==> src/rtl/arith_pkg.sv <==
// Shared definitions for the serial arithmetic datapath:
// FSM encoding, default operand width and counter sizing.
package arith_pkg;

  localparam int DEFAULT_WIDTH = 8;

  typedef enum logic {
    IDLE = 1'b0,
    RUN  = 1'b1
  } state_t;

  // Bit counter width; never below one bit.
  function automatic int cnt_width(input int w);
    int cw;
    cw = $clog2(w);
    return (cw < 1) ? 1 : cw;
  endfunction

endpackage

==> src/rtl/full_adder_1.sv <==
// Single-bit full adder cell used by the serial datapath.
// Purely combinational: sum and majority carry.
module full_adder_1 (
  input  logic a,
  input  logic b,
  input  logic cin,
  output logic s,
  output logic cout
);

  assign s    = a ^ b ^ cin;
  assign cout = (a & b) | (a & cin) | (b & cin);

endmodule

==> src/rtl/bit_serial_subtractor.sv <==
// LSB-first two's-complement subtractor: D = A - B through one
// full-adder cell with a carry flip-flop (A + ~B + 1).
module bit_serial_subtractor
  import arith_pkg::*;
#(
  parameter int WIDTH = DEFAULT_WIDTH
) (
  input  logic             CLK,
  input  logic             RST,
  input  logic [WIDTH-1:0] DATA,
  input  logic             LOAD_A,
  input  logic             LOAD_B,
  input  logic             START,
  output logic [WIDTH-1:0] A_Q,
  output logic [WIDTH-1:0] B_Q,
  output logic [WIDTH-1:0] D,
  output logic             OVERFLOW,
  output logic             CARRY,
  output logic             BUSY,
  output logic             DONE
);

  localparam int CW = cnt_width(WIDTH);
  localparam logic [CW-1:0] LAST = CW'(WIDTH - 1);

  state_t           state;
  logic [WIDTH-1:0] sa;
  logic [WIDTH-1:0] sb;
  logic [WIDTH-1:0] sr;
  logic [CW-1:0]    cnt;
  logic             c;
  logic             a_msb;
  logic             b_msb;

  logic             nb;
  logic             s;
  logic             co;
  logic [WIDTH-1:0] sr_nxt;

  assign nb     = ~sb[0];
  assign sr_nxt = {s, sr[WIDTH-1:1]};

  full_adder_1 u_fa (
    .a    (sa[0]),
    .b    (nb),
    .cin  (c),
    .s    (s),
    .cout (co)
  );

  always_ff @(posedge CLK or posedge RST) begin
    if (RST) begin
      state    <= IDLE;
      A_Q      <= '0;
      B_Q      <= '0;
      D        <= '0;
      OVERFLOW <= 1'b0;
      CARRY    <= 1'b0;
      BUSY     <= 1'b0;
      DONE     <= 1'b0;
      sa       <= '0;
      sb       <= '0;
      sr       <= '0;
      cnt      <= '0;
      c        <= 1'b0;
      a_msb    <= 1'b0;
      b_msb    <= 1'b0;
    end else begin
      if (LOAD_A) A_Q <= DATA;
      if (LOAD_B) B_Q <= DATA;
      DONE <= 1'b0;
      unique case (state)
        IDLE: begin
          if (START) begin
            // Work on private copies so later loads cannot disturb the run.
            sa    <= A_Q;
            sb    <= B_Q;
            a_msb <= A_Q[WIDTH-1];
            b_msb <= B_Q[WIDTH-1];
            c     <= 1'b1;
            cnt   <= '0;
            BUSY  <= 1'b1;
            state <= RUN;
          end
        end
        RUN: begin
          sa  <= sa >> 1;
          sb  <= sb >> 1;
          sr  <= sr_nxt;
          c   <= co;
          cnt <= cnt + 1'b1;
          if (cnt == LAST) begin
            D        <= sr_nxt;
            CARRY    <= co;
            OVERFLOW <= (a_msb ^ b_msb) & (s ^ a_msb);
            DONE     <= 1'b1;
            BUSY     <= 1'b0;
            state    <= IDLE;
          end
        end
        default: state <= IDLE;
      endcase
    end
  end

endmodule
==> config.mk <==
export PLATFORM = sky130hd
export DESIGN_NAME = bit_serial_subtractor
export DESIGN_NICKNAME = d
export VERILOG_FILES = /design/src/rtl/arith_pkg.sv /design/src/rtl/full_adder_1.sv /design/src/rtl/bit_serial_subtractor.sv
export SDC_FILE = /design/constraint.sdc
export NUM_CORES = 1
export LEC_CHECK = 0
export ABC_AREA = 0
export BUFFER_PORTS_ARGS = -buffer_cell sky130_fd_sc_hd__buf_2
export CORE_UTILIZATION = 27
export CTS_CLUSTER_SIZE = 14
export DETAILED_ROUTE_END_ITERATION = 12
export PLACE_DENSITY = 0.42
export SLEW_MARGIN = 20
export SYNTH_ARGS = -nofsm -noshare
export SYNTH_HDL_FRONTEND = slang
export SYNTH_SLANG_ARGS = --single-unit
==> constraint.sdc <==
create_clock -name CLK -period 2.9 [get_ports CLK]
set_clock_uncertainty 0.1 [all_clocks]
set_input_delay 0.58 -clock CLK [delete_from_list [all_inputs] [get_ports CLK]]
set_output_delay 0.58 -clock CLK [all_outputs]
set_load 0.01 [all_outputs]
Word-level counts from Yosys, hierarchy flattened

Cells that the tools add are included.

Word-level logic and storage cells: 49
Flip-flop bits (word level): 59

Add/subtract/negate cells: 1
Reduce and logical (&&, ||, !) cells: 3
Equality and inequality tests: 3
Bitwise gates (word level): 12
Mux-type cells: 15

Operators by type and width:

| operator                                                                | number |
|---|---|
| 8-bit one-hot mux with 2 select lines                                   | 2 |
| 8-bit 2-to-1 mux                                                        | 2 |
| 1-bit 2-to-1 mux                                                        | 6 |
| 1-bit one-hot mux with 2 select lines                                   | 3 |
| 3-bit one-hot mux with 2 select lines                                   | 1 |
| 2-bit AND reduction                                                     | 3 |
| 1-bit bitwise AND                                                       | 4 |
| 1-bit XOR                                                               | 4 |
| 3-bit by 1-bit adder with 3-bit output, second input constant           | 1 |
| 3-bit == test, second input constant                                    | 1 |
| 3-bit 2-to-1 mux                                                        | 1 |
| 2-bit by 1-bit inequality test with 1-bit output, second input constant | 1 |
| 2-bit inequality test, second input constant                            | 1 |
| 1-bit inverter                                                          | 2 |
| 1-bit OR                                                                | 2 |

Logic depth before layout (Yosys ltp)

Gate-level depths: netlist of run 1.

Depth after elaboration: 5
Mapped depth: 5
Depth with buffers taken out: 5

Modules after synthesis

A second synthesis of run 1 with hierarchy kept.

Cell total of the unflattened synthesis: 172
Area, all modules: 2362.3 um2

By module, submodules not included:

| module                | cells each | instances | area an instance (um2) |
|---|---|---|---|
| bit_serial_subtractor | 171        | 1         | 2342.2 |
| full_adder_1          | 1          | 1         | 20.0 |

Worst setup path after synthesis of run 1

Ideal clock, no wire load.

Path kind: register to register
Start: register c
End: register OVERFLOW
Data arrival time: 1.382 ns
Cell stages (with the launch flop): 5
Slack: 1.336 ns
Period minus slack after synthesis: 1.564 ns
Data required time: 2.718 ns
Path through: dfrtp_1 > inv_1 > fa_1 > or3b_1 > a31oi_1

Cells in the longest elaborated chain, start to end: 3

Ends and longest elaborated chain:

| what                     | line                        | source |
|---|---|---|
| start: declaration       | bit_serial_subtractor.sv:31 | `logic c;` |
| start signal: assignment | bit_serial_subtractor.sv:90 | `c <= co;` |
| 1-bit XOR                | full_adder_1.sv:11          | `assign s = a ^ b ^ cin;` |
| 1-bit XOR                | bit_serial_subtractor.sv:95 | `OVERFLOW <= (a_msb ^ b_msb) & (s ^ a_msb);` |
| 1-bit bitwise AND        | bit_serial_subtractor.sv:95 |  |
| end signal: assignment   | bit_serial_subtractor.sv:95 |  |
| end: declaration         | bit_serial_subtractor.sv:17 | `output logic OVERFLOW,` |

Every way passes these cells.
A chain may end at the register's enable or synchronous reset.

Final worst setup path of run 1

Ends and elaborated chain as after synthesis.

==> results of run 1 <==
==> cells in the mapped netlist <==
cell                       number
sky130_fd_sc_hd__o22ai_1        1
sky130_fd_sc_hd__fa_1           1
sky130_fd_sc_hd__o21ai_1       15
sky130_fd_sc_hd__or3b_1         1
sky130_fd_sc_hd__ha_1           3
sky130_fd_sc_hd__buf_2          4
sky130_fd_sc_hd__inv_1          5
sky130_fd_sc_hd__a21oi_1        7
sky130_fd_sc_hd__nand3b_1       1
sky130_fd_sc_hd__nor2_1         6
sky130_fd_sc_hd__o21ai_0        1
sky130_fd_sc_hd__dfrtp_1       58
sky130_fd_sc_hd__a31oi_1        1
sky130_fd_sc_hd__nor2b_4        1
sky130_fd_sc_hd__nand2_1       16
sky130_fd_sc_hd__nand2b_1       3
sky130_fd_sc_hd__nor3_1         1
sky130_fd_sc_hd__buf_6          7
sky130_fd_sc_hd__mux2i_1       17
sky130_fd_sc_hd__mux2_4        13
sky130_fd_sc_hd__nand2_4        1
sky130_fd_sc_hd__mux2_2        18
==> flip-flops by register name, indices dropped and copies added (netlist names) <==
signal and count:
c 1, OVERFLOW 1, BUSY 1, A_Q 8, a_msb 1, CARRY 1, DONE 1, sr 7
D 8, B_Q 8, sb 8, state 1, sa 8, cnt 3, b_msb 1
==> routing by layer <==
layer / global-route usage [%] / vias to the layer above / part of all wire, %
li1: - / 703 / -
met1: 14.3 / 729 / 51
met2: 16.6 / 37 / 43
met3: 3.60 / 8 / 4.3
met4: 4.20 / 0 / 1.5
met5: 0 / - / 0
==> worst max-delay path, cell delays in order, from the launching register on <==
cell,delay (ps)
sky130_fd_sc_hd__dfrtp_1,340
sky130_fd_sc_hd__inv_1,60
sky130_fd_sc_hd__fa_1,530
sky130_fd_sc_hd__or3b_1,370
sky130_fd_sc_hd__a31oi_1,150
==> stage by stage <==
stage               hold slack (ps)  utilization [%]  instances  total power [mW]  instance area [um^2]
finish                          196             33.3        335              2.95                  2930
global route                    225             33.3        335              3.18                  2930
CTS                             219             33.3        335              3.01                  2930
global placement                382             31.1        321              2.24                  2740
detailed placement              377             31.1        321              2.25                  2740
floorplan                       352                -        181              2.04                  2470
==> worst min path at each step <==
stage / start / end
2_1_floorplan: sa[7] / sa[6]
3_3_place_gp: sa[1] / sa[0]
3_5_place_dp: sa[7] / sa[6]
4_1_cts: RST / D[5]
5_1_grt: RST / D[5]
6_report: RST / D[5]
==> cell type report <==
cell class	count	area (um^2)	area share, %
tap	108	135	4.61
clock buffer	11	151	5.16
multi-input combinational	107	901	30.7
clock inverter	3	40.0	1.36
inverter	5	18.8	0.640
timing repair buffer	43	235	8.02
sequential	58	1450	49.5
==> cell families after synthesis <==
logic type | share of synthesized area (%)
AOI/OAI and AO/OA | 5.17
and+or+nand+nor | 5.98
buffers and inverters | 4.76
muxes | 23.0
adders and majority gates | 2.33
DFF | 58.8
==> power breakdown <==
group	internal [mW]	switching (mW)
clock	0.431	0.304
combinational	0.488	0.404
sequential	1.10	0.218
==> results.md, run 1 <==
* Outcome: complete, but fails checks
* Failing checks: DRC
* H-Tree Level Count at 3
* Maximum fanout along the worst path at 4
* Number of instances in the synthesized netlist at 181
* Most frequent cells in the layout: sky130_fd_sc_hd__dfrtp_1, sky130_fd_sc_hd__buf_2, sky130_fd_sc_hd__mux2_2
* Seq cells post-synth at 58
* Via/cell ratio at 4.41
* Max Transition Viols Final at 0
* Maximum number of pins on one net before global-route repair at 36
* Final worst path period share at 56.1%
* Site Rows at 34
* Area of the die at 9530 um^2
* Layout area overhead at 18.8%
* Number of warnings issued by yosys at 0
* Clk sink count at just under 60
* Worst Setup Slack, final at 1270 ps
* Post-layout minimum cycle time at around 1600 ps
* Class of the most critical setup path: flip-flop to flip-flop
* CTS tree: done
* Largest cells by area after synthesis: sky130_fd_sc_hd__dfrtp_1, sky130_fd_sc_hd__mux2_2, sky130_fd_sc_hd__mux2_4
* Reg-to-reg endpoint: OVERFLOW
* Wirelength, routed at around 4.6 mm
* Number of global-route vias before repair at roughly 1.5k
* Total global routing track utilization at approximately 11%
* Worst Max-Slew Pin Slew at 547 ps
* Starting DRC count in detailed routing at 49
* Chip height at 97.6 um
* Netlist area before placement at 2470 um^2
* Setup repair bufs after CTS at 0
* Wire length of the first global-routing pass at around 8 mm
* Worst r2r src: c
* End point of the critical path: OVERFLOW
* Root Buffer: sky130_fd_sc_hd__clkbuf_8
* Antenna diode instance count at 0
* Cts bufs inserted at 9
* Gpl congestion at just under 0.7
* Final count of negative-setup-slack endpoints at 0
* Number of endpoints with negative hold slack in the final report at 0
* Mean instance size in the synthesized netlist at 13.6 um^2
* Timing-limited maximum frequency at roughly 610 MHz
* RSZ-0062 raised after global routing: false
* Cell type with the highest aggregate area in the netlist: sky130_fd_sc_hd__dfrtp_1
* Library cells used by synthesis at 22
* CP Launch Type: flip-flop
* Number of top-level design ports at 41
* Depth of the worst register-to-register path at 4
* Reg2Reg Setup Slack at 1270 ps
* DR DRC count at 4
* DP Worst Slack at 1160 ps
* Count of vias placed by the detailed router at ~1.5k
* Req. time, crit path at 3050 ps
* Total congestion overflow at 0
* Sequential fraction of the synthesis area at between 50 and 60%
* Sum of net half-perimeters after detailed placement at 3.08 mm
* Reported max-cap violation count at 0
* Deepest clock path buffer count at 2
* Post-CTS Hold Fix Bufs at 0
* Core ar. at 8810 um^2
* Post-detailed-route wirelength per cell at 13.8 um
* Final setup TNS at 0 ps
* Routed Antenna Nets at 0
* Share of final-layout standard cells stronger than drive strength 1 at 40.5%
* Most frequent standard cell in the layout excluding fill and tap cells: sky130_fd_sc_hd__dfrtp_1
* Clk pin slew, worst setup/hold paths at 70 ps
* Number of search-and-repair iterations in the first detailed-routing pass at 10
* Number of fill cells in the layout at 905
* Synthesized netlist net count at 198
* Top cell type's share of synthesized area at 58.8%
* Worst Setup SP: c
* Gates resized, CTS repair at 0
* Data arrival time of the worst path at between 1500 and 2000 ps
* Setup crit end kind: flip-flop
* Hold WC Path Type: primary input to asynchronous set/reset pin
* Input/output buffers at 40
* Worst vdd rail ir drop at 0.351 mV
* Clock latency on the worst-skew pair at 330 ps
* PD cells at 1000 nW/um^2
* Starting Density at 28.0%
* Number of antenna violations at the first check in global routing at 0
* Worst rel slew slack at between 60 and 70%
* Die width at 97.6 um
* Nets at 241
* Static leakage at about 1.4 nW
Note: power is estimated with default switching activity, not from simulation.
==> run 2, diff against run 1 <==
Settings changed: PLACE_DENSITY 0.42 to 0.44.
Clock period 2.9 ns to 1.4 ns, I/O delays scaled along.
==> results.md, run 2 (same netlist as run 1, synthesis figures left out) <==
* Outcome: complete, but fails checks
* Failing checks: DRC, setup timing
* Proportion of power drawn by flip-flops and latches at between 40 and 50%
* Worst vdd rail ir drop at 0.811 mV
* DP Worst Slack at -163 ps
* Class of the most critical setup path: flip-flop to flip-flop
* Antenna diode instance count at 0
* Via/cell ratio at 4.37
* Nets at between 200 and 250
* Total global routing track utilization at between 10% and 20%
* Post-layout minimum cycle time at 1560 ps
* CP Launch Type: flip-flop
* Deepest clock path buffer count at 2
* Clk pin slew, worst setup/hold paths at 70 ps
* Worst rel slew slack at 78.8%
* Site Rows at 34
* Final count of negative-setup-slack endpoints at 1
* CP cell instances: inv_2 > fa_1 > or3b_1 > a31oi_1
* Post-detailed-route wirelength per cell at 13.4 um
* Number of antenna violations at the first check in global routing at 0
* Sum of net half-perimeters after detailed placement at 2.96 mm
* Root Buffer: sky130_fd_sc_hd__clkbuf_8
* Worst Setup Slack, final at -161 ps
* Number of endpoints with negative hold slack in the final report at 0
* Core ar. at 8810 um^2
* Count of vias placed by the detailed router at about 1.5k
* Clk sink count at 58
* Starting DRC count in detailed routing at 14
* Input/output buffers at 40
* Maximum fanout along the worst path at 2
* Part of the power in combinational logic at 33.7%
* Die width at roughly 100 um
* Clock latency on the worst-skew pair at 330 ps
* Most frequent cells in the layout: sky130_fd_sc_hd__dfrtp_1, sky130_fd_sc_hd__buf_2, sky130_fd_sc_hd__mux2_2
* PD cells at 2080 nW/um^2
* Area post-placement at 2830 um^2
* Switching Fraction at 31.7%
* Number of top-level design ports at 41
* Static leakage at 1.45 nW
* Timing-limited maximum frequency at 641 MHz
* GRT met3 Usage at under 10%
* H-Tree Level Count at 3
* Cts bufs inserted at 9
* Slowest cell delay on critical path at 480 ps
* Global-route layer with the greatest usage: met2
* Data arrival time of the worst path at ~1700 ps
* Number of global-route vias before repair at 1607
* Number of search-and-repair iterations in the first detailed-routing pass at 10
* Gpl congestion at 0.643
* Req. time, crit path at 1560 ps
* Maximum number of pins on one net before global-route repair at 59
* Cell at the slowest stage of the critical path: sky130_fd_sc_hd__fa_1
* Reported max-cap violation count at 0
* Met1 track utilization from global routing at 13.4%
* Post-layout total power at 6.33 mW
* Max Transition Viols Final at 0
* Hold WC Path Type: primary input to flip-flop
* Switching power at 2.01 mW
* Most frequent standard cell in the layout excluding fill and tap cells: sky130_fd_sc_hd__dfrtp_1
* Share of final-layout standard cells stronger than drive strength 1 at 44.0%
* CTS tree: done
* Chip height at 97.6 um
* Cell-internal power at about 4.3 mW
* Total congestion overflow at 0
* DR DRC count at 4
* Routed Antenna Nets at 0
* Final worst path period share at 111%
* Worst r2r src: sa[0]
* Layout area overhead at 23.0%
* Worst Setup SP: sa[0]
* Wirelength, routed at approximately 4.6 mm
* Area of the die at 9530 um^2
* Clock power frac at a little under a quarter
* Wire length of the first global-routing pass at 7.98 mm
* Design area at about 3000 um^2
* Worst Max-Slew Pin Slew at 317 ps
* Starting Density at 28.0%
* Setup crit end kind: flip-flop
* Global Route met2 Usage at 16.7%
* Hold path start: DATA[3]
* Setup repair bufs after CTS at 0
* RSZ-0062 raised after global routing: true
==> run 2: cell types whose count changed in the layout (fill, tap and decap cells not counted), sizes merged <==
cell,before,now
dlygate4sd3,0,1
clkbuf,11,12
inv,5,4
clkinvlp,0,1
buf,43,48
==> run 2: per-layer routing <==
metal | part of all wire (%) | routed length (um)
met1 | 49 | 2230
met2 | 44 | 2030
met3 | 5.5 | 251
met4 | 1.3 | 61
met5 | 0 | 0
==> run 2: area by class of cell <==
type / count / area [um^2]
Timing Repair Buffer: 49 / 308
Multi-Input combinational cell: 107 / 936
Fill cell: 897 / 5770
Inverter: 5 / 22.5
Clock buffer: 12 / 145
Tap cell: 108 / 135
Clock inverter: 3 / 40.0
Sequential cell: 58 / 1450
==> run 2: critical path, delay by kind of cell, from the launching register on <==
family | cells | cell delay [ps]
fa+ha+maj | 1 | 480
simple gates | 1 | 350
buf+inv | 1 | 40
compound gates | 1 | 150
flops | 1 | 350
==> run 2: final timing paths <==
path                             to  cells past startpoint  slack, ps
min in group asynchronous      BUSY                      4        460
max in group asynchronous     state                      4        460
max reg2reg                OVERFLOW                      4       -160
min                          B_Q[3]                      2         90
min reg2reg                   sa[0]                      2        390
max                        OVERFLOW                      4       -160
==> run 2: per-stage QoR <==
stage	setup TNS (ps)	instances	util [%]	hold WS, ps
2_1_floorplan	-162	181	-	273
3_3_place_gp	-148	326	32.2	292
3_5_place_dp	-163	326	32.2	292
4_1_cts	-219	342	34.4	64.9
5_1_grt	-520	342	34.5	72.9
6_report	-161	342	34.5	86.1
==> run 2: power by group through the flow <==
stage | sequential (mW) | combinational, mW | clock, mW
3_5_place_dp | 2.74 | 2.13 | 0
3_3_place_gp | 2.74 | 2.09 | 0
2_1_floorplan | 2.70 | 1.57 | 0
6_report | 2.70 | 2.14 | 1.49
5_1_grt | 2.79 | 2.42 | 1.61
4_1_cts | 2.71 | 2.14 | 1.55
==> run 2: timing repair <==
action / CTS / global route
gates resized for setup: 1 / 4
setup endpoints to repair: 8 / 11
pin swaps: 1 / 0
gates cloned: 0 / 0
hold buffers: 1 / 0
endpoints found under the hold margin: 58 / 0
